**src/rtl/seg7_scan_ctrl_if.sv**
```systemverilog
// Display bus between the CPU board top and the 7-segment scan controller.
// The producer side (master) presents the value to show plus the per-digit
// attributes and a load strobe; the controller (slave) returns the digit
// enables, the segment pattern and a once-per-frame tick.
interface seg7_scan_ctrl_if #(
    parameter int DIGITS = 4
);
    logic [4*DIGITS-1:0] disp_data;
    logic                load;
    logic [DIGITS-1:0]   blank_mask;
    logic [DIGITS-1:0]   blink_mask;
    logic [DIGITS-1:0]   dp_mask;
    logic                lz_en;
    logic [DIGITS-1:0]   pos_ctrl;
    logic [7:0]          num_ctrl;
    logic                frame_tick;

    modport master (
        output disp_data,
        output load,
        output blank_mask,
        output blink_mask,
        output dp_mask,
        output lz_en,
        input  pos_ctrl,
        input  num_ctrl,
        input  frame_tick
    );

    modport slave (
        input  disp_data,
        input  load,
        input  blank_mask,
        input  blink_mask,
        input  dp_mask,
        input  lz_en,
        output pos_ctrl,
        output num_ctrl,
        output frame_tick
    );
endinterface

```
**src/rtl/seg7_scan_ctrl.sv**
```systemverilog
// Multiplexed 7-segment display controller.
// Everything runs on the board clock: a prescaler produces one digit slot
// every SCAN_DIV clocks, the digit index walks across the display, and a
// frame counter derives the blink phase. Display inputs are only consumed
// through shadow registers captured on load, so a frame never shows a mix
// of old and new values. Each slot starts with GUARD clocks of all digits
// off so the previous digit's segments cannot ghost onto the next one.
// Segment and digit drives are active low and fully registered.
module seg7_scan_ctrl #(
    parameter int DIGITS       = 4,
    parameter int SCAN_DIV     = 131072,
    parameter int GUARD        = 2,
    parameter int BLINK_FRAMES = 64
) (
    input  logic                 CLK,
    input  logic                 Reset,
    seg7_scan_ctrl_if.slave      disp
);

    localparam int PRE_W = (SCAN_DIV > 1)     ? $clog2(SCAN_DIV)     : 1;
    localparam int IDX_W = (DIGITS > 1)       ? $clog2(DIGITS)       : 1;
    localparam int FRM_W = (BLINK_FRAMES > 1) ? $clog2(BLINK_FRAMES) : 1;

    localparam logic [PRE_W-1:0] PRE_LAST  = PRE_W'(SCAN_DIV - 1);
    localparam logic [PRE_W-1:0] PRE_GUARD = PRE_W'(GUARD);
    localparam logic [IDX_W-1:0] IDX_LAST  = IDX_W'(DIGITS - 1);
    localparam logic [FRM_W-1:0] FRM_LAST  = FRM_W'(BLINK_FRAMES - 1);

    // Shadow copies of the display inputs
    logic [4*DIGITS-1:0] sh_data;
    logic [DIGITS-1:0]   sh_blank;
    logic [DIGITS-1:0]   sh_blink;
    logic [DIGITS-1:0]   sh_dp;
    logic                sh_lz;

    // Scan timing state
    logic [PRE_W-1:0]    prescaler;
    logic [IDX_W-1:0]    idx;
    logic [FRM_W-1:0]    frame_cnt;
    logic                blink_phase;

    // Combinational helpers
    logic                slot_wrap;
    logic                frame_wrap;
    logic [DIGITS-1:0]   lz_supp;
    logic                higher_zero;
    logic [3:0]          cur_nibble;
    logic                visible;
    logic [DIGITS-1:0]   next_pos;
    logic [7:0]          next_num;

    // Registered outputs
    logic [DIGITS-1:0]   pos_q;
    logic [7:0]          num_q;
    logic                tick_q;

    // Active-low segment pattern g..a for one hex nibble, dp excluded
    function automatic logic [6:0] seg_decode(input logic [3:0] v);
        logic [6:0] pat;
        case (v)
            4'h0:    pat = 7'h40;
            4'h1:    pat = 7'h79;
            4'h2:    pat = 7'h24;
            4'h3:    pat = 7'h30;
            4'h4:    pat = 7'h19;
            4'h5:    pat = 7'h12;
            4'h6:    pat = 7'h02;
            4'h7:    pat = 7'h78;
            4'h8:    pat = 7'h00;
            4'h9:    pat = 7'h10;
            4'hA:    pat = 7'h08;
            4'hB:    pat = 7'h03;
            4'hC:    pat = 7'h46;
            4'hD:    pat = 7'h21;
            4'hE:    pat = 7'h06;
            default: pat = 7'h0E;
        endcase
        return pat;
    endfunction

    // Capture the display inputs only when the producer strobes load
    always_ff @(posedge CLK) begin
        if (Reset) begin
            sh_data  <= '0;
            sh_blank <= '0;
            sh_blink <= '0;
            sh_dp    <= '0;
            sh_lz    <= 1'b0;
        end else if (disp.load) begin
            sh_data  <= disp.disp_data;
            sh_blank <= disp.blank_mask;
            sh_blink <= disp.blink_mask;
            sh_dp    <= disp.dp_mask;
            sh_lz    <= disp.lz_en;
        end
    end

    // End-of-slot and end-of-frame conditions from the current scan position
    always_comb begin
        slot_wrap  = (prescaler == PRE_LAST);
        frame_wrap = slot_wrap && (idx == IDX_LAST);
    end

    // Prescaler: one digit slot every SCAN_DIV clocks
    always_ff @(posedge CLK) begin
        if (Reset) begin
            prescaler <= '0;
        end else if (slot_wrap) begin
            prescaler <= '0;
        end else begin
            prescaler <= prescaler + 1'b1;
        end
    end

    // Digit index steps once per slot and wraps after the last digit
    always_ff @(posedge CLK) begin
        if (Reset) begin
            idx <= '0;
        end else if (frame_wrap) begin
            idx <= '0;
        end else if (slot_wrap) begin
            idx <= idx + 1'b1;
        end
    end

    // Frame counter flips the blink phase after BLINK_FRAMES whole frames,
    // so the new phase applies from digit 0 of the following frame
    always_ff @(posedge CLK) begin
        if (Reset) begin
            frame_cnt   <= '0;
            blink_phase <= 1'b0;
        end else if (frame_wrap) begin
            if (frame_cnt == FRM_LAST) begin
                frame_cnt   <= '0;
                blink_phase <= ~blink_phase;
            end else begin
                frame_cnt <= frame_cnt + 1'b1;
            end
        end
    end

    // Leading-zero suppression: a digit hides when it and every digit above
    // it are zero; digit 0 always stays so a zero value still shows "0"
    always_comb begin
        lz_supp     = '0;
        higher_zero = 1'b1;
        for (int i = DIGITS - 1; i >= 0; i--) begin
            higher_zero = higher_zero & (sh_data[4*i +: 4] == 4'h0);
            if (i != 0) begin
                lz_supp[i] = sh_lz & higher_zero;
            end
        end
    end

    // Decide whether the current digit is lit and build the next drive values
    always_comb begin
        cur_nibble = sh_data[{idx, 2'b00} +: 4];
        visible    = (prescaler >= PRE_GUARD)
                     && !sh_blank[idx]
                     && !(blink_phase && sh_blink[idx])
                     && !lz_supp[idx];
        next_pos   = '1;
        next_num   = 8'hFF;
        if (visible) begin
            next_pos = ~(DIGITS'(1) << idx);
            next_num = {~sh_dp[idx], seg_decode(cur_nibble)};
        end
    end

    // Output registers: one clock behind the scan state
    always_ff @(posedge CLK) begin
        if (Reset) begin
            pos_q  <= '1;
            num_q  <= 8'hFF;
            tick_q <= 1'b0;
        end else begin
            pos_q  <= next_pos;
            num_q  <= next_num;
            tick_q <= frame_wrap;
        end
    end

    assign disp.pos_ctrl   = pos_q;
    assign disp.num_ctrl   = num_q;
    assign disp.frame_tick = tick_q;

endmodule

```
**src/flat_wrapper.sv**
```systemverilog
// flat-port wrapper written by rule: the top's interface ports become plain ports
module seg7_scan_ctrl_flat 
#(
    parameter int DIGITS       = 4,
    parameter int SCAN_DIV     = 131072,
    parameter int GUARD        = 2,
    parameter int BLINK_FRAMES = 64
)
  (CLK, Reset, disp_disp_data, disp_load, disp_blank_mask, disp_blink_mask, disp_dp_mask, disp_lz_en, disp_pos_ctrl, disp_num_ctrl, disp_frame_tick);
  seg7_scan_ctrl_if #(.DIGITS(DIGITS)) disp_i ();
  input  logic CLK;
  input  logic Reset;
  input wire logic [$bits(disp_i.disp_data)-1:0] disp_disp_data;
  input wire logic [$bits(disp_i.load)-1:0] disp_load;
  input wire logic [$bits(disp_i.blank_mask)-1:0] disp_blank_mask;
  input wire logic [$bits(disp_i.blink_mask)-1:0] disp_blink_mask;
  input wire logic [$bits(disp_i.dp_mask)-1:0] disp_dp_mask;
  input wire logic [$bits(disp_i.lz_en)-1:0] disp_lz_en;
  output wire logic [$bits(disp_i.pos_ctrl)-1:0] disp_pos_ctrl;
  output wire logic [$bits(disp_i.num_ctrl)-1:0] disp_num_ctrl;
  output wire logic [$bits(disp_i.frame_tick)-1:0] disp_frame_tick;
  assign disp_i.disp_data = disp_disp_data;
  assign disp_i.load = disp_load;
  assign disp_i.blank_mask = disp_blank_mask;
  assign disp_i.blink_mask = disp_blink_mask;
  assign disp_i.dp_mask = disp_dp_mask;
  assign disp_i.lz_en = disp_lz_en;
  assign disp_pos_ctrl = disp_i.pos_ctrl;
  assign disp_num_ctrl = disp_i.num_ctrl;
  assign disp_frame_tick = disp_i.frame_tick;
  seg7_scan_ctrl #(.DIGITS(DIGITS), .SCAN_DIV(SCAN_DIV), .GUARD(GUARD), .BLINK_FRAMES(BLINK_FRAMES)) u_core (.CLK(CLK), .Reset(Reset), .disp(disp_i));
endmodule
```
**config.mk**
```make
export PLATFORM = sky130hd
export DESIGN_NAME = seg7_scan_ctrl_flat
export DESIGN_NICKNAME = d
export VERILOG_FILES = /design/src/rtl/seg7_scan_ctrl_if.sv /design/src/rtl/seg7_scan_ctrl.sv /design/src/flat_wrapper.sv
export SDC_FILE = /design/constraint.sdc
export NUM_CORES = 1
export LEC_CHECK = 0
export ABC_CLOCK_PERIOD_IN_PS = 3100
export CAP_MARGIN = 10
export CORE_ASPECT_RATIO = 0.6
export CORE_UTILIZATION = 54
export DETAILED_ROUTE_END_ITERATION = 10
export PLACE_DENSITY = 0.76
export REMOVE_ABC_BUFFERS = 1
export SYNTH_ARGS = -nofsm -noshare
export SYNTH_HDL_FRONTEND = slang
export SYNTH_SLANG_ARGS = --single-unit
```
**constraint.sdc**
```tcl
create_clock -name CLK -period 3.1 [get_ports CLK]
set_input_delay 0.31 -clock CLK [delete_from_list [all_inputs] [get_ports CLK]]
set_output_delay 0.31 -clock CLK [all_outputs]
set_load 0.005 [all_outputs]
```
Yosys cells after proc, flatten, opt, wreduce, memory -nomap -nowiden
Memories as Yosys holds them, arrays and structs flattened. A register that Yosys moved wholly into a read port is not among the register bits.
Index checks and enable logic that the tools add are counted.
Storage, ports and cells
  output and inout port bits: 13
  bits in registers: 68
  memories: 1
  input port bits: 32
  bits in read-only memories: 112
  word-level logic and storage cells: 56
Cells by class
  equality and inequality tests: 3
  shift-type cells: 2
  reduce and logical (&&, ||, !) cells: 15
  bitwise gates (word level): 9
  order comparisons: 2
  mux-type cells: 9
  add/subtract/negate cells: 3
Memories
  (name not given): words 16, bits a word 7, rd ports 1, clocked after Yosys merged registers in 1, wr ports 0, line seg7_scan_ctrl.sv:60  | case (v)
Operators by type and width (number)
  $add A17 B1 Y17 const B: 1
  $eq A17 B17 Y1 const B: 1
  $ge A17 B2 Y1 const B: 1
  $shiftx A16 B5 Y4: 1
  $logic_not A4 Y1: 3
  $bmux W1 S2: 4
  $add A6 B1 Y6 const B: 1
  $eq A6 B6 Y1 const B: 1
  $mux W6: 1
  $reduce_or A2 Y1: 3
  $and A1 B1 Y1: 5
  $logic_and A1 B1 Y1: 5
  $mux W1: 4
  $not A4 Y4: 1
  $shl A1 B2 Y4 const A: 1
  $logic_not A1 Y1: 3
  $lt A2 B3 Y1 const B: 1
  $not A1 Y1: 3
  $add A2 B1 Y2 const B: 1
  $eq A2 B2 Y1 const B: 1
  $reduce_and A2 Y1: 1

Depth between registers and ports, before layout
  depth after elaboration: 10
  depth in mapped cells: 9
  gate-level depth less buffers: 9

Worst setup path before layout
No wires, ideal clock.
  path kind: register to register
  start point: register u_core.prescaler[1]
  end point: register u_core.prescaler[11]
  period minus slack after synthesis: 2.451 ns
  slack: 0.649 ns
  cell stages (with the launch flop): 10
  buffers on the path: 2
  required time: 2.972 ns
  arrival time: 2.323 ns
  setup time: 0.128 ns
  cells stage by stage: dfxtp_1 > ha_1 > inv_1 > or4_4 > nor3_1 > ha_1 > or2_2 > clkbuf_1 > clkbuf_1 > nor2_1
On the way
  word-level cells in the longest chain between the ends: 2
  elaborated cells on any way between the ends: 3
  classes of those cells: 1 x add/sub; 1 x eq/ne; 1 x reduce/logical
Ends and longest elaborated chain
  start, declared: line seg7_scan_ctrl.sv:37  | logic [PRE_W-1:0] prescaler;
  start signal, assigned: line seg7_scan_ctrl.sv:111  | prescaler <= prescaler + 1'b1;
  branches (longest 2 deep; another with $add A17 B1 Y17)
Several ways; the timed one is not identified.
A chain may end at the register's enable or synchronous reset.

Worst setup path in the final report
  start point: register u_core.prescaler[1]
  end point: register u_core.frame_cnt[5]
On the way
  word-level cells in the longest chain between the ends: 2
Ends and longest elaborated chain
  $eq A17 B17 Y1: line seg7_scan_ctrl.sv:100  | slot_wrap = (prescaler == PRE_LAST);
  $logic_and A1 B1 Y1: line seg7_scan_ctrl.sv:101  | frame_wrap = slot_wrap && (idx == IDX_LAST);
  end signal, assigned: line seg7_scan_ctrl.sv:137  | frame_cnt <= frame_cnt + 1'b1;
  end, declared: line seg7_scan_ctrl.sv:39  | logic [FRM_W-1:0] frame_cnt;
No other way between the ends.

==> reports/metrics.csv <==
stage,metric,value,unit
floorplanning,die_height,60.5,um
place,place.detailed.instances,415,
routing,drt_iter0_markers,118,
floorplanning,die_x,99.4,um
synthesis,synthArstFlopShare,0,
cts,cts_tree,yes,
sta,setup_viol,0,
routing,drc,0,
sta,rsz0062_at_grt,no,
synthesis,synth_most_common_cell,dfxtp_1,
synthesis,synth.area.top_cells,"dfxtp_1 44%, mux2i_1 10%, nor2_1 6.6%",
sta,slew-limit-headroom,0.436,
floorplanning,start_util,0.585,
routing,firstDrtPassIters,4,
sta,setup_ws,367,ps
final_layout,nets,406,
sta,fin_skew,8.21,ps
critical_path,worstPathArrival,3020,ps
sta,tightest_slew,846,ps
synthesis,synthCells,317,
cts,post_cts_resized,0,
min_path,min_path_type,flip-flop to flip-flop,
global_route,grt_pass1_vias,2097,
synthesis,synth_flop_cell,dfxtp_1,
critical_path,critPathMostFrequentCell,ha_1,
global_route,overflow,0,
final_layout,antenna_cells,0,
synthesis,ys_ff_latch,68,
power_and_ir_drop,p_sw_frac,0.234,
global_route,antenna_found_initial,0,
floorplanning,boundaryPins,45,
power_and_ir_drop,pwr-share-seq,0.509,
status,status,"complete, no violations",
synthesis,synth_top_area_share,0.443,
critical_path,cpPeakStageDelay,560,ps
sta,period_share,0.881,
power_and_ir_drop,switchingPower,0.429,mW
power_and_ir_drop,power.density,490,nW/um2
critical_path,critPathKind,flip-flop to flip-flop,
cts,cts_root_buf,clkbuf_8,
power_and_ir_drop,clockPowerShare,0.387,
critical_path,path_cells,"ha_1, inv_1, or4_4, nor3_1, ha_1, and2_1, nand4_1, or3_1, a21oi_1",
sta,final_max_slew_viol_count,0,
routing,vias_per_cell,5.53,
sta,fin_crit,2730,ps
power_and_ir_drop,intPower,1.41,mW
cts,cts_inserted_buffers,9,
place,dp_hpwl,4420,um
power_and_ir_drop,p_comb_frac,0.104,
place,port_buffers,44,
floorplanning,die_area,6010,um2
power_and_ir_drop,p_leak,1.46,nW
job,maxCapViolCount,0,
synthesis,postSynthAreaPerCell,9.70,um2
critical_path,cp.required,3380,ps
routing,postRouteWirelength,6240,um
cts,clock_path_buffers,2,
synthesis,yosysWarnings,0,
critical_path,crit_path_max_fanout,6,
routing,vias,2377,
synthesis,ys_types,42,
synthesis,synth_top_cells_by_count,"68 x dfxtp_1, 54 x nor2_1, 32 x mux2i_1",
synthesis,ys_seq_area_frac,0.443,
cts,postCtsSetupBuffers,0,
cts,ctsHoldBuffers,0,
cts,htree_num_levels,3,
critical_path,worst_setup_path_end_kind,flip-flop,
cts,cts.clk_slew.worst_paths,80,ps
final_layout,area_growth,21.6,%
sta,setup_tns,0,ps
critical_path,critPathTopFamily,simple AND/OR/NAND/NOR gates,
critical_path,slowest_stage,or4_4,
floorplanning,rows,20,
sta,hold_viol_final,0,
critical_path,cp.buffers_inverters,1,
critical_path,startpoint_type,flip-flop,
cts,clk_latency,340,ps
final_layout,fin_util,0.712,
routing,drtAntennaViolNets,0,
synthesis,yosys.area.top_type,dfxtp_1,
routing,wire_per_inst,14.5,um
place,dp_worst_setup_slack,383,ps
sta,fmax,366,MHz
final_layout,instances_no_fill,430,
place,gp_congestion,0.822,
synthesis,synth_area,3080,um2
global_route,track_usage,0.226,
cts,cts_sinks,68,
global_route,grt_max_degree,30,
global_route,grt_pass1_wl,10100,um
power_and_ir_drop,ir_drop,268,uV
floorplanning,core,5260,um2
synthesis,synth_edf_count,0,
final_layout,drive_gt1_frac,0.0989,
## logic make-up (layout without fill, tap and decap cells)
| kind of cell | Yosys count | count (layout) | synth area share |
|---|---|---|---|
| xor+xnor | 15 | 15 | 0.0427 |
| buf+inv | 28 | 75 | 0.0374 |
| compound gates | 24 | 24 | 0.0488 |
| flops | 68 | 68 | 0.443 |
| simple gates | 127 | 127 | 0.209 |
| fa+ha+maj | 14 | 14 | 0.0570 |
| mux | 41 | 41 | 0.163 |
## cells in the final DEF, fill, tap and decap left out, types with 8 or more instances in the layout
cell type	synthesis	routed
dfxtp_1	68	68
nor2_1	54	54
clkdlybuf4s50_1	0	43
mux2i_1	32	32
nand3_1	19	19
ha_1	14	14
inv_1	13	13
nand2_1	11	11
a21oi_1	10	10
clkbuf_8	0	10
nand4_1	9	9
xor2_1	8	8
## flip-flops by register name, summed over array words and instances (netlist names)
name / cells
u_core.frame_cnt: 6
u_core.idx: 2
u_core.prescaler: 17
u_core.sh_dp: 4
u_core.disp.frame_tick: 1
u_core.sh_blank: 4
u_core.disp.num_ctrl: 8
u_core.disp.pos_ctrl: 4
u_core.sh_data: 16
u_core.blink_phase: 1
u_core.sh_blink: 4
u_core.sh_lz: 1
## worst paths after layout
path                                           end  depth (start not counted)                      startpoint  slack (ps)
hold / removal        u_core.sh_dp[3]$_SDFFE_PP0P_                          2    u_core.sh_dp[3]$_SDFFE_PP0P_         490
setup / recovery  u_core.frame_cnt[5]$_SDFFE_PP0P_                          9  u_core.prescaler[1]$_SDFF_PP0_         370
setup reg to reg  u_core.frame_cnt[5]$_SDFFE_PP0P_                          9  u_core.prescaler[1]$_SDFF_PP0_         370
hold reg to reg       u_core.sh_dp[3]$_SDFFE_PP0P_                          2    u_core.sh_dp[3]$_SDFFE_PP0P_         490
## area by class of cell
cell class	count	area, um2
well taps	66	82.6
fillers	399	1510
inverters	13	48.8
multi-input cells	221	1600
clock inverters	4	50.0
clock buffers	11	141
flip-flops and latches	68	1360
repair buffers	47	458
## per-stage QoR
stage	hold WS, ps	total power [mW]	area [um2]
after CTS	497	1.85	3740
after global placement	467	1.14	3550
after global routing	508	1.91	3740
final	492	1.83	3740
after floorplan	379	1.04	3010
after detailed placement	480	1.14	3550
## power groups by stage
| stage | Combinational (mW) | Sequential [mW] | Clock [mW] |
|---|---|---|---|
| floorplan | 0.0903 | 0.947 | 0 |
| global placement | 0.186 | 0.951 | 0 |
| detailed placement | 0.190 | 0.953 | 0 |
| CTS | 0.191 | 0.933 | 0.726 |
| global route | 0.208 | 0.937 | 0.763 |
| finish | 0.191 | 0.933 | 0.711 |
## worst register-to-register path: cells and delay by family (launching register included)
kind / cells / cell delay (ps)
AND/OR/NAND/NOR: 5 / 1450
adder cells (fa/ha/maj): 2 / 560
flip-flops: 1 / 440
AO/OA/AOI/OAI: 1 / 140
buffers and inverters: 1 / 80
## routing by layer
| layer | vias up | wire length, um | GRT usage |
|---|---|---|---|
| met5 | - | 0 | 0 |
| met4 | 0 | 34 | 0.0483 |
| met3 | 5 | 442 | 0.0968 |
| met2 | 78 | 2500 | 0.310 |
| met1 | 1100 | 3260 | 0.327 |
| li1 | 1194 | - | - |
No activity file was read; power rests on OpenSTA's default activity.
